[config.mk]
export PLATFORM = sky130hd
export DESIGN_NAME = mult_seq_8_bit
export DESIGN_NICKNAME = d
export VERILOG_FILES = /design/src/rtl/alu_pkg.sv /design/src/rtl/adder_8_bit.sv /design/src/rtl/mult_seq_8_bit.sv
export SDC_FILE = /design/constraint.sdc
export NUM_CORES = 1
export LEC_CHECK = 0
export CAP_MARGIN = 20
export CORE_MARGIN = 3
export CORE_UTILIZATION = 25
export CTS_CLUSTER_DIAMETER = 150
export DETAILED_ROUTE_END_ITERATION = 7
export GPL_TIMING_DRIVEN = 0
export PLACE_DENSITY_LB_ADDON = 0.3
export SLEW_MARGIN = 20
export SYNTH_ARGS = -nofsm -noshare
export SYNTH_HDL_FRONTEND = slang
export SYNTH_SLANG_ARGS = --single-unit
[constraint.sdc]
create_clock -name CLK -period 4.5 [get_ports CLK]
set_input_delay 0.675 -clock CLK [delete_from_list [all_inputs] [get_ports CLK]]
set_output_delay 0.675 -clock CLK [all_outputs]
set_load 0.005 [all_outputs]
[src/rtl/alu_pkg.sv]
// Shared ALU definitions: default datapath width and the multiplier FSM
// state encodings.
package alu_pkg;

    localparam int WIDTH_DEF = 8;

    typedef enum logic [1:0] {
        ST_IDLE = 2'd0,
        ST_RUN  = 2'd1,
        ST_DONE = 2'd2
    } mult_state_e;

endpackage : alu_pkg

[src/rtl/adder_8_bit.sv]
// Ripple-carry adder, WIDTH-parameterised. Shared between the single-cycle
// add/sub path and the sequential multiplier.
module adder_8_bit #(
    parameter int WIDTH = alu_pkg::WIDTH_DEF
) (
    input  logic [WIDTH-1:0] a_i,
    input  logic [WIDTH-1:0] b_i,
    input  logic             cin_i,
    output logic [WIDTH-1:0] s_o,
    output logic             co_o
);

    // Bit-serial carry chain from LSB to MSB.
    always_comb begin : ripple
        logic carry;
        carry = cin_i;
        s_o   = '0;
        for (int i = 0; i < WIDTH; i++) begin
            s_o[i] = a_i[i] ^ b_i[i] ^ carry;
            carry  = (a_i[i] & b_i[i]) | (carry & (a_i[i] ^ b_i[i]));
        end
        co_o = carry;
    end

endmodule : adder_8_bit

[src/rtl/mult_seq_8_bit.sv]
// Sequential shift-and-add unsigned multiplier. One shared adder is used
// once per cycle for WIDTH cycles; the product is held in P until the next
// completion.
//
// Handshake: start is sampled only while idle (busy low). A sampled start
// latches A and B; busy stays high through the RUN and DONE states and any
// start seen meanwhile is ignored. done pulses for exactly one cycle, and
// from that cycle on P carries the product.
module mult_seq_8_bit
    import alu_pkg::*;
#(
    parameter int WIDTH = WIDTH_DEF
) (
    input  logic                 CLK,
    input  logic                 RST,
    input  logic                 start,
    input  logic [WIDTH-1:0]     A,
    input  logic [WIDTH-1:0]     B,
    output logic                 busy,
    output logic                 done,
    output logic [2*WIDTH-1:0]   P
);

    localparam int CNT_W = $clog2(WIDTH);
    localparam logic [CNT_W-1:0] CNT_LAST = CNT_W'(WIDTH - 1);

    mult_state_e        state_q, state_d;
    logic [CNT_W-1:0]   cnt_q, cnt_d;
    logic [WIDTH-1:0]   mcand_q, mcand_d;
    logic [WIDTH-1:0]   acc_hi_q, acc_hi_d;
    logic [WIDTH-1:0]   acc_lo_q, acc_lo_d;
    logic [2*WIDTH-1:0] p_q, p_d;
    logic               done_q, done_d;

    logic [WIDTH-1:0]   add_b;
    logic [WIDTH-1:0]   add_s;
    logic               add_co;
    logic [2*WIDTH-1:0] acc_next;
    logic               last_iter;

    // Partial product for this iteration: add the multiplicand only when the
    // current multiplier LSB (acc_lo[0]) is set.
    assign add_b = acc_lo_q[0] ? mcand_q : '0;

    adder_8_bit #(
        .WIDTH (WIDTH)
    ) u_adder (
        .a_i   (acc_hi_q),
        .b_i   (add_b),
        .cin_i (1'b0),
        .s_o   (add_s),
        .co_o  (add_co)
    );

    // Carry-out becomes the new accumulator MSB; the consumed multiplier
    // bit falls off the bottom.
    assign acc_next  = {add_co, add_s, acc_lo_q[WIDTH-1:1]};
    assign last_iter = (cnt_q == CNT_LAST);

    // State register; reset wins over every other input.
    always_ff @(posedge CLK) begin
        if (RST) begin
            state_q <= ST_IDLE;
        end else begin
            state_q <= state_d;
        end
    end

    // Next-state logic: fixed WIDTH iterations, one DONE cycle, back to IDLE.
    always_comb begin
        state_d = state_q;
        case (state_q)
            ST_IDLE: if (start)     state_d = ST_RUN;
            ST_RUN:  if (last_iter) state_d = ST_DONE;
            ST_DONE:                state_d = ST_IDLE;
            default:                state_d = ST_IDLE;
        endcase
    end

    // Outputs decoded from state and the registered result.
    always_comb begin
        busy = (state_q != ST_IDLE);
        done = done_q;
        P    = p_q;
    end

    // Datapath next values: operand latch on accept, one shift-add per RUN cycle.
    always_comb begin
        cnt_d    = cnt_q;
        mcand_d  = mcand_q;
        acc_hi_d = acc_hi_q;
        acc_lo_d = acc_lo_q;
        p_d      = p_q;
        done_d   = 1'b0;
        case (state_q)
            ST_IDLE: begin
                if (start) begin
                    mcand_d  = A;
                    acc_lo_d = B;
                    acc_hi_d = '0;
                    cnt_d    = '0;
                end
            end
            ST_RUN: begin
                {acc_hi_d, acc_lo_d} = acc_next;
                cnt_d                = cnt_q + CNT_W'(1);
                if (last_iter) begin
                    p_d    = acc_next;
                    done_d = 1'b1;
                end
            end
            default: ;
        endcase
    end

    // Datapath registers; reset discards any partial result and clears P.
    always_ff @(posedge CLK) begin
        if (RST) begin
            cnt_q    <= '0;
            mcand_q  <= '0;
            acc_hi_q <= '0;
            acc_lo_q <= '0;
            p_q      <= '0;
            done_q   <= 1'b0;
        end else begin
            cnt_q    <= cnt_d;
            mcand_q  <= mcand_d;
            acc_hi_q <= acc_hi_d;
            acc_lo_q <= acc_lo_d;
            p_q      <= p_d;
            done_q   <= done_d;
        end
    end

endmodule : mult_seq_8_bit

* Word level (Yosys, flattened, before mapping)
Index checks and enable logic that the tools add are counted.
** Operators by class
- Equality and inequality tests :: 4
- Add/subtract/negate cells :: 1
- Bitwise gates (word level) :: 38
- Mux-type cells :: 11
- Reduce and logical (&&, ||, !) cells :: 8
** Operators by type and width (count)
- $pmux 8 s2 :: 2
- $mux 8 :: 3
- $and 1x1->1 :: 15
- $xor 1x1->1 :: 15
- $reduce_and 2->1 :: 4
- $or 1x1->1 :: 7
- $pmux 3 s2 :: 1
- $mux 2 :: 2
- $ne 2x2->1 const B :: 2
- $pmux 2 s2 :: 1
- $reduce_bool 2->1 :: 2
- $add 3x1->3 const B :: 1
- $eq 3x3->1 const B :: 1
- $mux 3 :: 1
- $eq 2x1->1 const B :: 1
- $logic_not 2->1 :: 1
- $reduce_or 2->1 :: 1
- $mux 1 :: 1
- $not 1->1 :: 1
** Storage, ports and cells
- Logic and storage cells :: 69
- Register bits :: 46

* Logic depth before layout (Yosys ltp)
Gate-level depths: netlist of run 1.
- Word-level depth :: 17
- Mapped depth :: 18

* Cells and area by module
Synthesis of run 1 repeated with hierarchy kept, for this count alone.
** Unflattened totals
- Cells, all modules :: 175
- Area total of the unflattened synthesis :: 1949.4 sq um
** By module, submodules not included
- mult_seq_8_bit :: instances 1, area each 1751.7 sq um, cells each 157, sequential area each 920.9 sq um
- adder_8_bit :: instances 1, area each 197.7 sq um, cells each 18, sequential area each 0.0 sq um

* Least setup slack after synthesis of run 1
OpenSTA, ideal clock, no wires.
- Kind :: reg-to-reg
- From :: reg acc_lo_q[0]
- To :: reg acc_hi_q[6]
- Data required time :: 4380 ps
- Slack :: 1238 ps
- Data arrival time :: 3143 ps
- Buffers on the path :: 1
- Stages on the path, launching flop included :: 19
- Cells stage by stage :: dfxtp_1 clkbuf_1 and2_1 ha_1 inv_1 fa_1 inv_1 fa_1 inv_1 fa_1 inv_1 fa_1 inv_1 fa_1 inv_1 fa_1 inv_1 fa_1 o2bb2ai_1
** Between the ends
- Word-level cells in the longest chain between the ends :: 16
** RTL lines
- from (decl) :: line mult_seq_8_bit.sv:31 : logic [WIDTH-1:0] acc_lo_q, acc_lo_d;
- from (signal assigned) :: line mult_seq_8_bit.sv:129 : acc_lo_q <= acc_lo_d;
- $mux 8 (*) :: line mult_seq_8_bit.sv:43 : assign add_b = acc_lo_q[0] ? mcand_q : '0;
- $and 1x1->1 or $xor 1x1->1 (tied branches) :: line adder_8_bit.sv:20 : carry = (a_i[i] & b_i[i]) | (carry & (a_i[i] ^ b_i[i]));
- $and 1x1->1 :: line adder_8_bit.sv:20
- $or 1x1->1 :: line adder_8_bit.sv:20
- $and 1x1->1 :: line adder_8_bit.sv:20
- $or 1x1->1 :: line adder_8_bit.sv:20
- $and 1x1->1 :: line adder_8_bit.sv:20
- $or 1x1->1 :: line adder_8_bit.sv:20
- $and 1x1->1 :: line adder_8_bit.sv:20
- $or 1x1->1 :: line adder_8_bit.sv:20
- $and 1x1->1 :: line adder_8_bit.sv:20
- $or 1x1->1 :: line adder_8_bit.sv:20
- $and 1x1->1 :: line adder_8_bit.sv:20
- $or 1x1->1 :: line adder_8_bit.sv:20
- $xor 1x1->1 (*) :: line adder_8_bit.sv:19 : s_o[i] = a_i[i] ^ b_i[i] ^ carry;
- $pmux 8 s2 (*) :: line mult_seq_8_bit.sv:95 : case (state_q)
- to (signal assigned) :: line mult_seq_8_bit.sv:128 : acc_hi_q <= acc_hi_d;
- to (decl) :: line mult_seq_8_bit.sv:30 : logic [WIDTH-1:0] acc_hi_q, acc_hi_d;
Mark *: on every way between the ends. The rest lies on a longest branch, timed or not.
A chain may end at the register's enable or synchronous reset.

* Final worst setup path of run 1
Same ends and word-level chain as after synthesis.

==> flow_summary_export.csv, run 1 <==
group,metric,value,unit
outcome,status,"finished clean",
sta,period_share,79.3,%
yosys,syn_inst,175,
yosys,synth_top_family_by_area,"compound AO/OA/AOI/OAI gates",
cts,cts_tree,"built",
cts,cts_resized,0,
die,coreArea,7410,µm²
grt,grt_first_pass_wirelength,6630,µm
die,die_area,8890,µm²
yosys,avgSynthCellArea,11.1,µm²
grt,grt.overflow.total,0,
setup_path,crit_type,"reg -> reg",
drt,met3_length,239,µm
sta,finalClockSkew,3.73,ps
place,routabilityCongestion,0.760,
setup_path,critPathSlowestCell,"fa_1",
place,dp_hpwl,3080,µm
setup_path,slowest_delay,520,ps
drt,drc_errors,0,
cts,cts_hold_buf,0,
cells_and_area,antenna_cells,0,
die,die_h,94.3,µm
drt,vias,1325,
cts,clockRootBuffer,"clkbuf_8",
sta,max_freq,0.280,GHz
cts,post_cts.repair.setup_buffers,0,
drt,dr.max_layer_used,"met4",
yosys,synthAdderAreaFrac,9.11,%
grt,track_usage,9.89,%
yosys,syn_area,1950,µm²
drt,wl_per_cell,12.9,µm
cells_and_area,drive_above_1_share,15.5,%
setup_path,critical_path.endpoint_type,"flip-flop",
yosys,synth_compound_area_share,20.4,%
yosys,syn_nets,204,
setup_path,crit_chain,"clkbuf_1 > and2_1 > ha_1 > inv_1 > fa_1 > inv_1 > fa_1 > inv_1 > fa_1 > inv_1 > fa_1 > inv_1 > fa_1 > inv_1 > fa_1 > inv_1 > fa_1 > o2bb2ai_1",
sta,setup_viol,0,
drt,initialDrtViolationCount,24,
sta,min_period,3570,ps
power_and_ir_drop,ir_drop,95.8,µV
cts,insertion_delay,290,ps
power_and_ir_drop,power_leakage,0.969,nW
cts,cts.sinks,46,
power_and_ir_drop,p_total,766,µW
drt,drt_first_pass_iters,4,
sta,hold_viol,0,
cts,cts_max_path_buffers,2,
power_and_ir_drop,power_density,303,nW/µm²
setup_path,crit_arrival,3760,ps
yosys,synth_xor_area_share,0,%
sta,tightest_slew,495,ps
sta,fin_setup_tns,0,ps
drt,viasPerCell,4.17,
cells_and_area,syn_to_final_growth,29.5,%
yosys,synth_mux_area_share,5.20,%
drt,antenna_left,0,
yosys,yosys_warnings,0,
cells_and_area,final_util,34.1,%
cts,cts-htree-levels,2,
yosys,synth_simple_gate_area_share,11.4,%
cts,numCtsBuffers,5,
drt,wl_met1,2070,µm
setup_path,start_kind,"flip-flop",
yosys,synth-seq-cells,46,
sta,grt_setup_unrepaired,"false",
drt,drt_wl_total,4110,µm
grt,antenna_found_initial,0,
min_path,hold_path_class,"reg -> reg",
die,die_w,94.3,µm
cells_and_area,nets,247,
die,core.rowCount,31,
grt,grt_max_degree,14,
grt,grt_pass1_vias,1321,
sta,drv_slew,0,
sta,relSlewSlack,66.9,%
place,port_buffers,36,
die,io_pins,37,
sta,whs,459,ps
cts,cts.reportedPaths.clkPinSlew,80,ps
setup_path,critPathRequiredTime,4690,ps
setup_path,path_max_fanout,9,
yosys,ys_types,29,
flow_run,max_cap_violations,0,
yosys,ys_seq_area_share,47.2,%
drt,wl_met2,1730,µm
die,initial_core_util,26.3,%
[where the power goes]
part / internal [mW] / switching (mW)
combinational: 0.0411 / 0.0408
sequential: 0.419 / 0.00736
clock: 0.124 / 0.134
total: 0.584 / 0.182
[sequential cells by signal, summed over array words and instances, names as in the netlist]
register and cells:
acc_hi_q 8, cnt_q 3, acc_lo_q 8, P 16
done 1, state_q 2, mcand_q 8
[final cells by class]
type                    instances  area, µm²
inverters                      15       57.6
multi-input cells             104        898
clock inverters                 1       5.00
clock buffers                   7       86.3
fillers                       764       4880
repair buffers                 36        360
well taps                      99        124
flip-flops and latches         46        921
plain buffers                  10       72.6
[layout by cell type, fill, tap and decap left out, types with 2 or more instances in the layout]
cell type and count:
dfxtp_1 46, clkdlybuf4s50_1 36, nand2_1 20, a22o_1 16, inv_1 14, mux2i_1 9, o2bb2ai_1 9, nor2_1 8
a211oi_2 8, a21oi_1 8, fa_1 7, clkbuf_8 6, and2_1 4, buf_2 4, buf_6 3, ha_1 3
clkbuf_1 2, buf_4 2, clkinv_2 2
[worst max-delay path, delay by kind of cell, from the launching register on]
family | cells | cell delay, ps
AO/OA/AOI/OAI | 1 | 60
adder cells (fa/ha/maj) | 8 | 2200
buffers and inverters | 8 | 690
flip-flops | 1 | 310
AND/OR/NAND/NOR | 1 | 200
[Yosys cell counts (all sizes together)]
library cell,n,share of area (%)
nor3,1,0.26
o32ai,1,0.83
or2,1,0.32
clkbuf,1,0.19
o21ba,1,0.51
mux2,1,0.58
fa,7,7.2
dfxtp,46,47
ha,3,1.9
or3b,2,0.90
and2,4,1.3
mux2i,9,4.6
a21oi,8,2.1
nor3b,2,1.6
nand2,21,4.4
o2bb2ai,9,4.0
a211oi,8,5.1
nor2,9,2.6
clkinv,1,0.26
a31oi,1,0.64
buf,9,3.5
inv,14,2.7
a22o,16,7.2
[through the flow]
| step | setup slack [ps] | cell area, µm² | std cells |
|---|---|---|---|
| floorplan | 1240 | 1950 | 175 |
| global placement | 949 | 2430 | 310 |
| detailed placement | 891 | 2430 | 310 |
| CTS | 883 | 2520 | 318 |
| global route | 657 | 2520 | 318 |
| finish | 931 | 2520 | 318 |
[final timing paths]
kind                                   from           to  slack (ps)  cells after the start
worst max-delay path            acc_lo_q[0]  acc_hi_q[6]         930                     18
worst min register to register   mcand_q[6]   mcand_q[6]         460                      2
worst min-delay path             mcand_q[6]   mcand_q[6]         460                      2
worst max register to register  acc_lo_q[0]  acc_hi_q[6]         930                     18
[cell families after synthesis]
group                      Yosys count
DFF                                 46
buffers and inverters               25
AOI/OAI and AO/OA                   44
adders and majority gates           10
muxes                               10
and+or+nand+nor                     40
[per-layer routing]
metal,GRT usage [%],up-vias
met4,3.85,0
met2,14.2,31
li1,-,690
met1,13.5,596
met5,0,-
met3,3.53,8
No activity file was read; power rests on OpenSTA's default activity.
==> run 2, diff against run 1 <==
==> constraint.sdc (replaced) <==
create_clock -name CLK -period 3 [get_ports CLK]
set_input_delay 0.45 -clock CLK [delete_from_list [all_inputs] [get_ports CLK]]
set_output_delay 0.45 -clock CLK [all_outputs]
set_load 0.005 [all_outputs]
==> flow_summary_export.csv, run 2 (same netlist as run 1, synthesis figures left out) <==
group,metric,value,unit
place,port_buffers,36,
outcome,violations,"negative setup slack",
die,die_area,8890,µm²
cts,cts.sinks,46,
cts,cts_tree,"built",
drt,antenna_left,0,
cells_and_area,syn_to_final_growth,33.2,%
setup_path,path_max_fanout,2,
setup_path,crit_type,"reg -> reg",
sta,setup_viol,4,
sta,hold_viol,0,
grt,antenna_found_initial,0,
setup_path,start_kind,"flip-flop",
power_and_ir_drop,power_density,472,nW/µm²
drt,wl_per_cell,13.1,µm
power_and_ir_drop,power_leakage,0.974,nW
sta,min_period,3140,ps
place,placedCellCount,310,
grt,grtUsageMet1,13.0,%
cells_and_area,n_fill_cell,735,
cells_and_area,final_common_cell,"dfxtp_1",
drt,drt_wl_total,4180,µm
place,dp_hpwl,3060,µm
flow_run,max_cap_violations,0,
cells_and_area,stdcell_area,2600,µm²
grt,grt_pass1_vias,1413,
die,die_w,94.3,µm
cells_and_area,layout_common_cells,"44 x dfxtp_1, 36 x clkdlybuf4s50_1, 20 x nand2_1, 16 x a22o_1, 9 x mux2i_1",
sta,finalClockSkew,9.33,ps
cts,clockRootBuffer,"clkbuf_8",
min_path,hold_path_class,"reg -> reg",
sta,period_share,105,%
cells_and_area,fin_cells,319,
die,io_pins,37,
die,core.rowCount,31,
die,initial_core_util,26.3,%
cells_and_area,nets,248,
cells_and_area,antenna_cells,0,
place,routabilityCongestion,0.715,
setup_path,critPathRequiredTime,3190,ps
drt,vias,1335,
grt,grt_util_met2,16.6,%
drt,drt_first_pass_iters,4,
grt,track_usage,10.1,%
cts,numCtsBuffers,5,
drt,viasPerCell,4.18,
cts,cts_max_path_buffers,2,
sta,drv_slew,0,
drt,initialDrtViolationCount,55,
cts,cts_hold_buf,0,
setup_path,ff2ff_path_depth,17,
power_and_ir_drop,ir_drop,166,µV
drt,drc_errors,0,
grt,grtUsageMet3,1.92,%
grt,grt_first_pass_wirelength,6940,µm
setup_path,crit_arrival,3330,ps
outcome,status,"finished with violations",
sta,grt_setup_unrepaired,"true",
sta,tightest_slew,515,ps
min_path,min_path_cells,2,
cells_and_area,largest_register_ffs,16,
sta,max_freq,0.319,GHz
die,die_h,94.3,µm
cells_and_area,drive_above_1_share,24.5,%
grt,grt.busiest_layer,"met2",
cts,insertion_delay,300,ps
cts,cts.reportedPaths.clkPinSlew,90,ps
place,dpl_cell_area,2470,µm²
grt,grt.overflow.total,0,
die,coreArea,7410,µm²
cts,cts-htree-levels,2,
sta,setup_ws,-137,ps
grt,grt_max_degree,15,
sta,relSlewSlack,65.5,%
setup_path,critical_path.endpoint_type,"flip-flop",
==> run 2: repair_timing <==
item,in CTS,in global routing
setup endpoints to repair,6,6
gates resized for setup,3,1
buffers inserted,2,0
pin swaps,2,1
==> run 2: final timing paths <==
path          startpoint          end  slack [ps]
max          acc_lo_q[0]  acc_hi_q[6]        -140
min reg2reg   mcand_q[6]   mcand_q[6]         450
min           mcand_q[6]   mcand_q[6]         450
max reg2reg  acc_lo_q[0]  acc_hi_q[6]        -140
==> run 2: layout make-up <==
| cell class | count | area [µm²] | area share [%] |
|---|---|---|---|
| Buffer | 9 | 68.8 | 2.65 |
| Clock buffer | 6 | 72.6 | 2.80 |
| Clock inverter | 2 | 37.5 | 1.45 |
| Inverter | 15 | 57.6 | 2.22 |
| Multi-Input combinational cell | 104 | 935 | 36.0 |
| Sequential cell | 46 | 926 | 35.7 |
| Tap cell | 99 | 124 | 4.77 |
| Timing Repair Buffer | 38 | 375 | 14.5 |
==> run 2: metal layers <==
layer	wire length [µm]	vias to the layer above	share of wire, %
met5	0	-	0
met4	66	0	1.6
met3	154	5	3.7
met2	1950	23	47
met1	2010	613	48
li1	-	694	-
==> run 2: worst max-delay path, stage by stage, from the launching register on <==
cell and delay, ps:
dfxtp_4 350, and2_4 150, ha_4 120, inv_2 30
fa_2 320, inv_2 60, fa_2 180, inv_2 40
fa_2 330, inv_2 60, fa_2 180, inv_2 40
fa_2 330, inv_2 60, fa_2 180, inv_2 30
fa_1 520, o2bb2ai_2 60
==> run 2: power breakdown <==
group / leakage, nW / internal [mW] / switching (mW)
Combinational: 0.547 / 0.0647 / 0.0617
Sequential: 0.375 / 0.629 / 0.0116
Clock: 0.0514 / 0.249 / 0.209
Total: 0.974 / 0.943 / 0.283
==> run 2: metrics by stage <==
step / setup WS [ps] / hold slack (ps) / setup TNS (ps) / utilization [%] / total power, mW
3_5_place_dp: -285 / 442 / -1150 / 33.4 / 0.783
2_1_floorplan: -125 / 432 / -305 / - / 0.734
4_1_cts: -188 / 454 / -520 / 35.0 / 1.25
3_3_place_gp: -263 / 437 / -971 / 33.4 / 0.781
6_report: -137 / 451 / -349 / 35.0 / 1.23
5_1_grt: -264 / 470 / -1020 / 35.0 / 1.28
==> run 3, diff against run 2 <==
--- a/config.mk
+++ b/config.mk
@@ -5,9 +5,11 @@
 export SDC_FILE = /design/constraint.sdc
 export NUM_CORES = 1
 export LEC_CHECK = 0
+export ABC_AREA = 1
 export CAP_MARGIN = 20
 export CORE_MARGIN = 3
 export CORE_UTILIZATION = 25
+export CTS_BUF_LIST = sky130_fd_sc_hd__clkbuf_8
 export CTS_CLUSTER_DIAMETER = 150
 export DETAILED_ROUTE_END_ITERATION = 7
 export GPL_TIMING_DRIVEN = 0
==> flow_summary_export.csv, run 3 <==
group,metric,value,unit
outcome,status,"finished with violations",
outcome,violations,"negative setup slack",
cells_and_area,antenna_cells,0,
sta,max_freq,0.311,GHz
die,io_pins,37,
sta,period_share,107,%
cells_and_area,fin_cells,427,
sta,setup_ws,-219,ps
yosys,synthArstFlopShare,0,%
drt,vias,1714,
die,core.rowCount,32,
power_and_ir_drop,power_leakage,1.22,nW
drt,initialDrtViolationCount,36,
yosys,synth-seq-cells,46,
die,initial_core_util,26.2,%
drt,drt_first_pass_iters,4,
yosys,avgSynthCellArea,7.33,µm²
grt,track_usage,10.4,%
flow_run,max_cap_violations,0,
drt,drt_wl_total,4650,µm
sta,grt_setup_unrepaired,"true",
place,dp_hpwl,3510,µm
grt,grt_max_degree,14,
yosys,synth_flop_cell,"dfxtp_1",
drt,antenna_left,0,
sta,tightest_slew,509,ps
setup_path,timing.rr.start,"acc_lo_q[0]",
cts,cts.reportedPaths.clkPinSlew,80,ps
cells_and_area,syn_to_final_growth,30.5,%
setup_path,path_max_fanout,2,
sta,setup_viol,4,
grt,grt_first_pass_wirelength,8100,µm
setup_path,start_kind,"flip-flop",
drt,drc_errors,0,
cts,cts_tree,"built",
yosys,post-synth-top-count-cell,"nand2_1",
yosys,synth_edf_count,0,
yosys,synth.largest_area_cell,"dfxtp_1",
yosys,ys_top_cells_by_area,"dfxtp_1 45%, nand2_1 17%, fa_1 6.8%, nor2_1 6.7%, nand3_1 5.8%",
sta,drv_slew,0,
setup_path,crit_chain,"nand2_2 > inv_2 > ha_4 > inv_2 > fa_2 > inv_2 > fa_2 > inv_2 > fa_2 > inv_2 > fa_2 > inv_2 > fa_2 > inv_2 > fa_2 > inv_2 > fa_1 > inv_2 > nand2_2 > a21oi_2",
sta,hold_viol,0,
yosys,syn_inst,281,
yosys,ys_seq_area_share,44.7,%
place,placedCellCount,419,
setup_path,critical_path.endpoint_type,"flip-flop",
die,die_area,9360,µm²
sta,relSlewSlack,66.0,%
drt,wl_per_cell,10.9,µm
drt,viasPerCell,4.01,
cts,cts_hold_buf,0,
power_and_ir_drop,combPwrFrac,11.9,%
setup_path,critPathRequiredTime,3170,ps
min_path,min-delay-start,"acc_hi_q[1]",
die,die_w,96.8,µm
yosys,ys_types,20,
min_path,min_path_cells,2,
min_path,hold_path_class,"reg -> reg",
cts,cts_max_path_buffers,2,
yosys,syn_area,2060,µm²
power_and_ir_drop,seqPwrFrac,55.1,%
power_and_ir_drop,clock_power_share,33.0,%
place,port_buffers,36,
cells_and_area,drive_above_1_share,14.2,%
power_and_ir_drop,internal_power,878,µW
yosys,syn_nets,310,
setup_path,critPathSlowestCell,"fa_1",
yosys,synth_top_area_share,44.7,%
cells_and_area,largest_register_ffs,16,
die,coreArea,7850,µm²
cells_and_area,nets,353,
place,dpl_worst_slack,-388,ps
setup_path,crit_arrival,3390,ps
place,routabilityCongestion,0.740,
sta,fin_setup_tns,-611,ps
grt,grt.overflow.total,0,
sta,finalClockSkew,6.78,ps
sta,min_period,3220,ps
cells_and_area,final_common_cell,"nand2_1",
grt,antenna_found_initial,0,
die,die_h,96.8,µm
grt,grt_pass1_vias,1688,
power_and_ir_drop,switching_share,25.6,%
power_and_ir_drop,p_total,1.18,mW
cts,numCtsBuffers,5,
yosys,yosys_warnings,0,
power_and_ir_drop,power_density,439,nW/µm²
power_and_ir_drop,p_sw,303,µW
cts,clockRootBuffer,"clkbuf_8",
cells_and_area,layout_common_cells,"92 x nand2_1, 44 x dfxtp_1, 37 x nor2_1, 36 x clkdlybuf4s50_1, 24 x nand3_1",
setup_path,slowest_delay,480,ps
yosys,ys_top_cells_by_count,"94 x nand2_1, 46 x dfxtp_1, 37 x nor2_1, 31 x inv_1, 24 x nand3_1",
cells_and_area,stdcell_area,2690,µm²
power_and_ir_drop,ir_drop,168,µV
place,dpl_cell_area,2570,µm²
setup_path,crit_start,"acc_lo_q[0]",
setup_path,ff2ff_path_depth,20,
setup_path,path_common_cell,"inv_2",
cts,cts.sinks,46,
setup_path,crit_type,"reg -> reg",
cts,cts-htree-levels,2,
cts,insertion_delay,300,ps
==> run 3: cell types whose count changed after synthesis, sizes merged, moves of 4 or more <==
cell and change:
inv +19, a22o -16, nand2 +75, and2 -4, nand3 +24, mux2i -9
o21ai +10, a211oi -8, nor2 +30, o2bb2ai -9
==> run 3: final cells by class <==
cell class                      instances  area [µm²]
Fill cell                             886        5160
Multi-Input combinational cell        190         990
Sequential cell                        46         926
Timing Repair Buffer                   37         368
Tap cell                              102         128
Inverter                               33         124
Clock buffer                            6        82.6
Buffer                                 11        61.3
Clock inverter                          2        8.76
==> run 3: final timing paths <==
kind / slack, ps / to
setup / recovery: -220 / acc_hi_q[6]
hold / removal: 470 / acc_hi_q[1]
setup reg to reg: -220 / acc_hi_q[6]
hold reg to reg: 470 / acc_hi_q[1]
==> run 3: power by group through the flow <==
| stage | Sequential, mW | Clock [mW] | Combinational, mW |
|---|---|---|---|
| floorplan | 0.659 | 0 | 0.0910 |
| global placement | 0.663 | 0 | 0.141 |
| detailed placement | 0.664 | 0 | 0.142 |
| CTS | 0.650 | 0.408 | 0.142 |
| global route | 0.653 | 0.431 | 0.162 |
| finish | 0.650 | 0.390 | 0.141 |
==> run 3: per-layer routing <==
| layer | wire length [µm] | track usage (%) |
|---|---|---|
| met2 | 1990 | 16.0 |
| met4 | 81 | 4.21 |
| met5 | 0 | 0 |
| met1 | 2340 | 14.0 |
| met3 | 232 | 2.45 |
==> run 3: kinds of logic (layout without fill, tap and decap cells) <==
| logic type | after synthesis | count (layout) | synth area share, % |
|---|---|---|---|
| compound gates | 21 | 21 | 5.41 |
| fa+ha+maj | 10 | 10 | 8.63 |
| buf+inv | 45 | 89 | 9.17 |
| flops | 46 | 46 | 44.7 |
| simple gates | 159 | 159 | 32.1 |
==> run 3: repair_timing <==
action / CTS / global route
gates resized for setup: 12 / 5
endpoints found under the setup margin: 6 / 6
setup buffers: 1 / 0
pin swaps: 3 / 3
==> run 3: critical path: cells and delay by family (launching register included) <==
kind | cells | cell delay [ps]
AO/OA/AOI/OAI | 1 | 40
adder cells (fa/ha/maj) | 8 | 2150
buffers and inverters | 9 | 430
flip-flops | 1 | 350
AND/OR/NAND/NOR | 2 | 110
==> run 3: through the flow <==
| stage | util [%] | hold WS [ps] |
|---|---|---|
| floorplan | - | 437 |
| finish | 34.2 | 470 |
| global placement | 32.8 | 448 |
| detailed placement | 32.8 | 454 |
| global route | 34.2 | 484 |
| CTS | 34.1 | 472 |
